$ cat config.mk
export PLATFORM = sky130hd
export DESIGN_NAME = frame_update_scheduler
export DESIGN_NICKNAME = d
export VERILOG_FILES = /design/src/rtl/frame_update_scheduler.sv
export SDC_FILE = /design/constraint.sdc
export NUM_CORES = 1
export LEC_CHECK = 0
export ABC_AREA = 1
export CORE_ASPECT_RATIO = 0.8
export CORE_UTILIZATION = 55
export CTS_BUF_LIST = sky130_fd_sc_hd__clkbuf_4 sky130_fd_sc_hd__clkbuf_8
export DETAILED_ROUTE_END_ITERATION = 6
export DONT_BUFFER_PORTS = 1
export PLACE_DENSITY = 0.68
export SYNTH_ARGS = -nofsm -noshare
export SYNTH_HDL_FRONTEND = slang
export SYNTH_SLANG_ARGS = --single-unit
$ cat constraint.sdc
create_clock -name i_pix_clk -period 3.4 [get_ports i_pix_clk]
set_input_delay 0.68 -clock i_pix_clk [delete_from_list [all_inputs] [get_ports i_pix_clk]]
set_output_delay 0.68 -clock i_pix_clk [all_outputs]
set_load 0.005 [all_outputs]
$ cat src/rtl/frame_update_scheduler.sv
// Frame-synchronous round-robin scheduler granting game-logic requesters
// one at a time during vertical blank, with per-grant timeout and abort.
module frame_update_scheduler #(
    parameter int N_REQ   = 4,
    parameter int TIMEOUT = 1024
) (
    input  logic             i_pix_clk,
    input  logic             i_rst_n,
    input  logic             i_frame,
    input  logic             i_de,
    input  logic [N_REQ-1:0] i_req,
    input  logic [N_REQ-1:0] i_done,
    output logic [N_REQ-1:0] o_grant,
    output logic             o_busy,
    output logic             o_cycle_done,
    output logic             o_abort,
    output logic [N_REQ-1:0] o_timeout_err,
    output logic             o_overrun
);

    localparam int PW = (N_REQ > 1) ? $clog2(N_REQ) : 1;
    localparam int CW = $clog2(TIMEOUT);

    localparam logic [1:0] S_IDLE  = 2'd0;
    localparam logic [1:0] S_ARB   = 2'd1;
    localparam logic [1:0] S_GRANT = 2'd2;

    logic [1:0]       state_q, state_d;
    logic [N_REQ-1:0] pending_q, pending_d;
    logic [PW-1:0]    last_ptr_q, last_ptr_d;
    logic [PW-1:0]    gidx_q, gidx_d;
    logic [CW-1:0]    cnt_q, cnt_d;
    logic [N_REQ-1:0] grant_q, grant_d;
    logic             cycle_done_q, cycle_done_d;
    logic             abort_q, abort_d;
    logic             overrun_q, overrun_d;
    logic [N_REQ-1:0] terr_q, terr_d;
    logic             de_q, de_d;

    logic             de_rise;
    logic             hi_found, lo_found;
    logic [PW-1:0]    hi_sel, lo_sel, sel;

    assign de_d    = i_de;
    assign de_rise = i_de & ~de_q;

    // Lowest pending index above last_ptr wins; otherwise wrap to the lowest overall.
    always_comb begin
        hi_found = 1'b0;
        lo_found = 1'b0;
        hi_sel   = '0;
        lo_sel   = '0;
        for (int i = 0; i < N_REQ; i++) begin
            if (pending_q[i]) begin
                if (i > int'(last_ptr_q)) begin
                    if (!hi_found) begin
                        hi_found = 1'b1;
                        hi_sel   = PW'(i);
                    end
                end else if (!lo_found) begin
                    lo_found = 1'b1;
                    lo_sel   = PW'(i);
                end
            end
        end
        sel = hi_found ? hi_sel : lo_sel;
    end

    always_comb begin
        state_d      = state_q;
        pending_d    = pending_q;
        last_ptr_d   = last_ptr_q;
        gidx_d       = gidx_q;
        cnt_d        = cnt_q;
        grant_d      = grant_q;
        terr_d       = terr_q;
        cycle_done_d = 1'b0;
        abort_d      = 1'b0;
        overrun_d    = i_frame && (state_q != S_IDLE);

        case (state_q)
            S_IDLE: begin
                if (i_frame) begin
                    pending_d = i_req;
                    state_d   = S_ARB;
                end
            end
            S_ARB: begin
                if (de_rise) begin
                    pending_d = '0;
                    grant_d   = '0;
                    abort_d   = 1'b1;
                    state_d   = S_IDLE;
                end else if (pending_q == '0) begin
                    cycle_done_d = 1'b1;
                    state_d      = S_IDLE;
                end else begin
                    grant_d      = '0;
                    grant_d[sel] = 1'b1;
                    gidx_d       = sel;
                    cnt_d        = '0;
                    state_d      = S_GRANT;
                end
            end
            S_GRANT: begin
                if (de_rise) begin
                    pending_d = '0;
                    grant_d   = '0;
                    abort_d   = 1'b1;
                    state_d   = S_IDLE;
                end else if (i_done[gidx_q]) begin
                    grant_d           = '0;
                    pending_d[gidx_q] = 1'b0;
                    last_ptr_d        = gidx_q;
                    state_d           = S_ARB;
                end else if (cnt_q == CW'(TIMEOUT - 1)) begin
                    grant_d           = '0;
                    pending_d[gidx_q] = 1'b0;
                    terr_d[gidx_q]    = 1'b1;
                    last_ptr_d        = gidx_q;
                    state_d           = S_ARB;
                end else begin
                    cnt_d = cnt_q + CW'(1);
                end
            end
            default: begin
                grant_d = '0;
                state_d = S_IDLE;
            end
        endcase
    end

    always_ff @(posedge i_pix_clk or negedge i_rst_n) begin
        if (!i_rst_n) begin
            state_q      <= S_IDLE;
            pending_q    <= '0;
            last_ptr_q   <= PW'(N_REQ - 1);
            gidx_q       <= '0;
            cnt_q        <= '0;
            grant_q      <= '0;
            cycle_done_q <= 1'b0;
            abort_q      <= 1'b0;
            overrun_q    <= 1'b0;
            terr_q       <= '0;
            de_q         <= 1'b0;
        end else begin
            state_q      <= state_d;
            pending_q    <= pending_d;
            last_ptr_q   <= last_ptr_d;
            gidx_q       <= gidx_d;
            cnt_q        <= cnt_d;
            grant_q      <= grant_d;
            cycle_done_q <= cycle_done_d;
            abort_q      <= abort_d;
            overrun_q    <= overrun_d;
            terr_q       <= terr_d;
            de_q         <= de_d;
        end
    end

    assign o_grant       = grant_q;
    assign o_busy        = (state_q != S_IDLE);
    assign o_cycle_done  = cycle_done_q;
    assign o_abort       = abort_q;
    assign o_overrun     = overrun_q;
    assign o_timeout_err = terr_q;

endmodule

Word level (Yosys, flattened, before mapping)

Index checks and enable logic that the tools add are counted.

Magnitude comparators: 7
Add/sub/neg operators: 1
Mux-type cells: 67
Eq/ne operators: 12
Bitwise gates (word level): 9
Reduce and logical (&&, ||, !) cells: 17

Operator list:

| cell                                                              | count |
|---|---|
| 2-to-1 mux 10 bit                                                 | 5 |
| 2-to-1 mux 2 bit                                                  | 21 |
| 2-to-1 mux 4 bit                                                  | 10 |
| 2-to-1 mux 1 bit                                                  | 24 |
| case mux 4 bit (3 select lines)                                   | 2 |
| case mux 10 bit (2 select lines)                                  | 1 |
| inequality test 2 bit, second input constant                      | 7 |
| adder 10 x 1 -> 10 bit, second input constant                     | 1 |
| == test 10 bit, second input constant                             | 1 |
| AND reduction 3 bit                                               | 3 |
| AND reduction 4 bit                                               | 2 |
| less-than comparator 2 x 3 -> 1 bit, second input constant        | 2 |
| case mux 2 bit (3 select lines)                                   | 1 |
| AND reduction 6 bit                                               | 1 |
| nonzero test 2 bit                                                | 3 |
| inverter 1 bit                                                    | 5 |
| AND 4 bit                                                         | 1 |
| demux 1 bit (select 2 bit)                                        | 2 |
| greater-or-equal comparator 2 x 1 -> 1 bit, second input constant | 2 |
| > comparator 2 bit, first input constant                          | 2 |
| zero test 4 bit                                                   | 1 |
| inequality test 4 bit, second input constant                      | 1 |
| inverter 4 bit                                                    | 1 |
| OR 4 bit                                                          | 1 |
| other kinds (11)                                                  | 13 |

Bits of input ports: 12
Register bits: 32

Logic depth before layout (Yosys ltp)

Word-level depth: 18
Depth in mapped cells: 11
Mapped depth without buffers: 11

Least setup slack after synthesis

OpenSTA, ideal clock, no wires.

Path kind: input -> register
From: input port i_de
To: register cnt_q[2]
Data required time: 3282 ps
Arrival: 1521 ps
Stages on the path: 10
Library setup time: 118 ps
Setup slack: 1761 ps
Cells stage by stage: inv_1 -> nor2_4 -> inv_2 -> nand2_2 -> inv_1 -> nand2_1 -> o21ai_2 -> nand2_4 -> buf_12 -> o21ai_2

Word-level cells in the longest chain between the ends: 3

Ends and longest elaborated chain:

| what                                   | line | text |
|---|---|---|
| from (decl)                            | 10   | `input logic i_de,` |
| AND 1 bit *                            | 45   | `assign de_rise = i_de & ~de_q;` |
| inequality test 2 bit (no source line) | --   |  |
| AND reduction 6 bit (no source line) * | --   |  |
| to (signal assigned)                   | 151  | `cnt_q <= cnt_d;` |
| to (decl)                              | 32   | `logic [CW-1:0] cnt_q, cnt_d;` |

Every way passes the cells marked *; elsewhere a longest branch is shown, timed or not.
A chain may end at the register's enable or synchronous reset.

Worst setup path after layout

From: register state_q[0]
To: register cnt_q[5]

Word-level cells in the longest chain between the ends: 3

Ends and longest elaborated chain:

| what                                                                                | line | text |
|---|---|---|
| from (decl)                                                                         | 28   | `logic [1:0] state_q, state_d;` |
| from (signal assigned)                                                              | 147  | `state_q <= state_d;` |
| == test 2 bit / == test 2 x 1 -> 1 bit (equally long branches)                      | 81   | `case (state_q)` |
| inequality test 2 bit (no source line) / nonzero test 2 bit (equally long branches) | --   |  |
| AND reduction 6 bit (no source line)                                                | --   |  |

Several ways; a longest one is shown, not always the timed one.

==> results.json <==
{
  "synth_nets": 248,
  "fin_skew_ps": 7.04,
  "grt_pass1_vias": 1255,
  "synth_top_area_cell": "dfrtp_1",
  "drc_errors": 0,
  "post_cts_buffers": 0,
  "n_antenna_cell": 0,
  "route.antenna.remaining_nets": 0,
  "yosys.cell_count.top_type": "nand2_1",
  "hold_path.class": "in2async",
  "pwr-share-seq": 0.366,
  "grt_start_max_net_pins": 33,
  "synth_edf_count": 0,
  "yosysUniqueCellTypes": 26,
  "endpoint_kind": "register",
  "fin_crit_ps": 1820,
  "peakVddDrop_mv": 0.475,
  "synth.yosys.seq_area_share": 0.436,
  "synth-async-reset-ratio": 1.00,
  "ys_top_cells_by_area": "dfrtp_1 (41%), nand2_1 (15%), nor2_1 (4.7%)",
  "dr_total_vias": 1439,
  "critPathKind": "reg2reg",
  "nets": 253,
  "status": "finished clean",
  "dieArea_um2": 3590,
  "area_growth_pct": 8.28,
  "tns_ps": 0,
  "cap_violations": 0,
  "io_pins": 24,
  "setup_viol": 0,
  "post_cts_resized": 0,
  "drive_gt1_frac": 0.194,
  "grt_use_total": 0.237,
  "ys.flop_type": "dfrtp_1",
  "start_util": 0.589,
  "rsz0062_at_grt": "false",
  "coreArea_um2": 3130,
  "syn_avg_cell_area_um2": 7.98,
  "finalCritPeriodShare": 0.537,
  "path_max_fanout": 15,
  "final_util": 0.638,
  "r2r_cells": 10,
  "viasPerCell": 5.19,
  "yosys_warnings": 0,
  "clk_path_buf_depth": 2,
  "grt_pass1_wl_um": 5860,
  "clk_latency_ps": 290,
  "routed_wl_um": 3760,
  "die_w_um": 66.7,
  "power_frac_comb": 0.389,
  "port_buffers": 0,
  "cts.hold.buffers_added": 0,
  "worst_pin_slew_ps": 318,
  "worstPathRequired_ps": 3620,
  "cts_tree": "built",
  "cts.sinks": 32,
  "drtIter0Drc": 69,
  "die_h_um": 53.8,
  "p_sw_mw": 0.685,
  "hold_slack_ps": 80.1,
  "power.leakage_nw": 0.962,
  "cts_buffers": 5,
  "h-tree-depth": 2,
  "std_cell_rows": 18,
  "synth_seq_cells": 32,
  "power.share.clock": 0.245,
  "totalPowerFinal_mw": 1.63,
  "instances_no_fill": 277,
  "fmax_ghz": 0.548,
  "avgRoutedWirePerCell_um": 13.6,
  "root_buffer": "clkbuf_8",
  "p_int_mw": 0.948,
  "path_clk_slew_ps": 70,
  "synth_area_um2": 1840,
  "gp_congestion": 0.827,
  "p_sw_frac": 0.420,
  "synthCells": 231,
  "powerDensity_nw_per_um2": 818,
  "arrival_ps": 2050,
  "synth_top_area_share": 0.407,
  "drtPass1Iterations": 4,
  "hold_viol_final": 0,
  "slew_viol_final": 0,
  "grt_overflow": 0,
  "start_kind": "register",
  "synth_common_cells": "nand2_1 (72), dfrtp_1 (30), nor2_1 (23), o21ai_0 (17), nand3_1 (14)",
  "antenna_found_initial": 0,
  "placed_cells": 269,
  "slew_headroom": 0.788,
  "dp_hpwl_um": 2770
}
[placed cells by master (no fill, tap or decap), types with 7 or more instances in the layout]
cell type	netlist	routed
nor2_1	23	23
dfrtp_1	30	30
nand2_2	12	12
inv_1	13	13
nand3_1	14	14
inv_2	7	7
clkbuf_8	0	7
o21ai_0	17	17
nand2_1	72	72
[critical path, cell delays in order (launching register included)]
cell and delay (ps):
dfrtp_1 420, inv_1 90, ha_1 280, inv_2 160, nor2_8 190, inv_2 50, o21ai_2 150, nand2_4 170
inv_2 140, nand2_1 60, nand2_1 60
[area by class of cell]
class / count / area, µm²
clock buffer: 7 / 96.3
clock inverter: 1 / 30.0
sequential: 32 / 803
inverter: 20 / 75.1
tap: 40 / 50.0
multi-input combinational: 177 / 942
fill: 278 / 1130
[power by group through the flow]
| stage | clock network, mW | registers [mW] | logic, mW |
|---|---|---|---|
| final | 0.400 | 0.598 | 0.636 |
| after global routing | 0.424 | 0.612 | 0.718 |
| after CTS | 0.406 | 0.596 | 0.635 |
| after detailed placement | 0 | 0.600 | 0.630 |
| after global placement | 0 | 0.595 | 0.610 |
| after floorplan | 0 | 0.568 | 0.549 |
[sequential cells by signal, summed over array words and instances, names as in the netlist]
register,cells
gidx_q,2
o_timeout_err,4
pending_q,4
last_ptr_q,2
cnt_q,10
o_overrun,1
o_cycle_done,1
state_q,2
o_grant,4
de_q,1
o_abort,1
[metal layers]
metal,GRT usage,up-vias,wire length [µm]
met4,0.128,0,64
met5,0,-,0
met3,0.0699,6,197
met1,0.336,652,1970
li1,-,743,-
met2,0.322,38,1530
[kinds of logic (layout without fill, tap and decap cells)]
logic type | Yosys count | in the layout | share of synthesized area
and+or+nand+nor | 135 | 135 | 0.347
DFF | 32 | 32 | 0.436
AOI/OAI and AO/OA | 30 | 30 | 0.0970
buffers and inverters | 22 | 28 | 0.0536
xor gates and xnor gates | 7 | 7 | 0.0332
adders and majority gates | 5 | 5 | 0.0339
[per-stage QoR]
stage,area (µm²),setup slack (ps)
after floorplan,1840,1760
after global placement,1870,1600
after detailed placement,1870,1550
after CTS,2000,1560
after global routing,2000,1410
final,2000,1580
[final timing paths]
| kind | from | to | slack [ps] |
|---|---|---|---|
| min in group i_pix_clk | i_de | de_q$_DFF_PN0_ | 420 |
| max in group asynchronous | i_rst_n | last_ptr_q[1]$_DFFE_PN1P_ | 3140 |
| max reg2reg | state_q[0]$_DFFE_PN0P_ | cnt_q[5]$_DFFE_PN0P_ | 1580 |
| max | state_q[0]$_DFFE_PN0P_ | cnt_q[5]$_DFFE_PN0P_ | 1580 |
| min reg2reg | o_grant[3]$_DFFE_PN0P_ | o_grant[3]$_DFFE_PN0P_ | 510 |
| min | i_rst_n | o_timeout_err[0]$_DFFE_PN0P_ | 80 |
No activity file was read; power rests on OpenSTA's default activity.
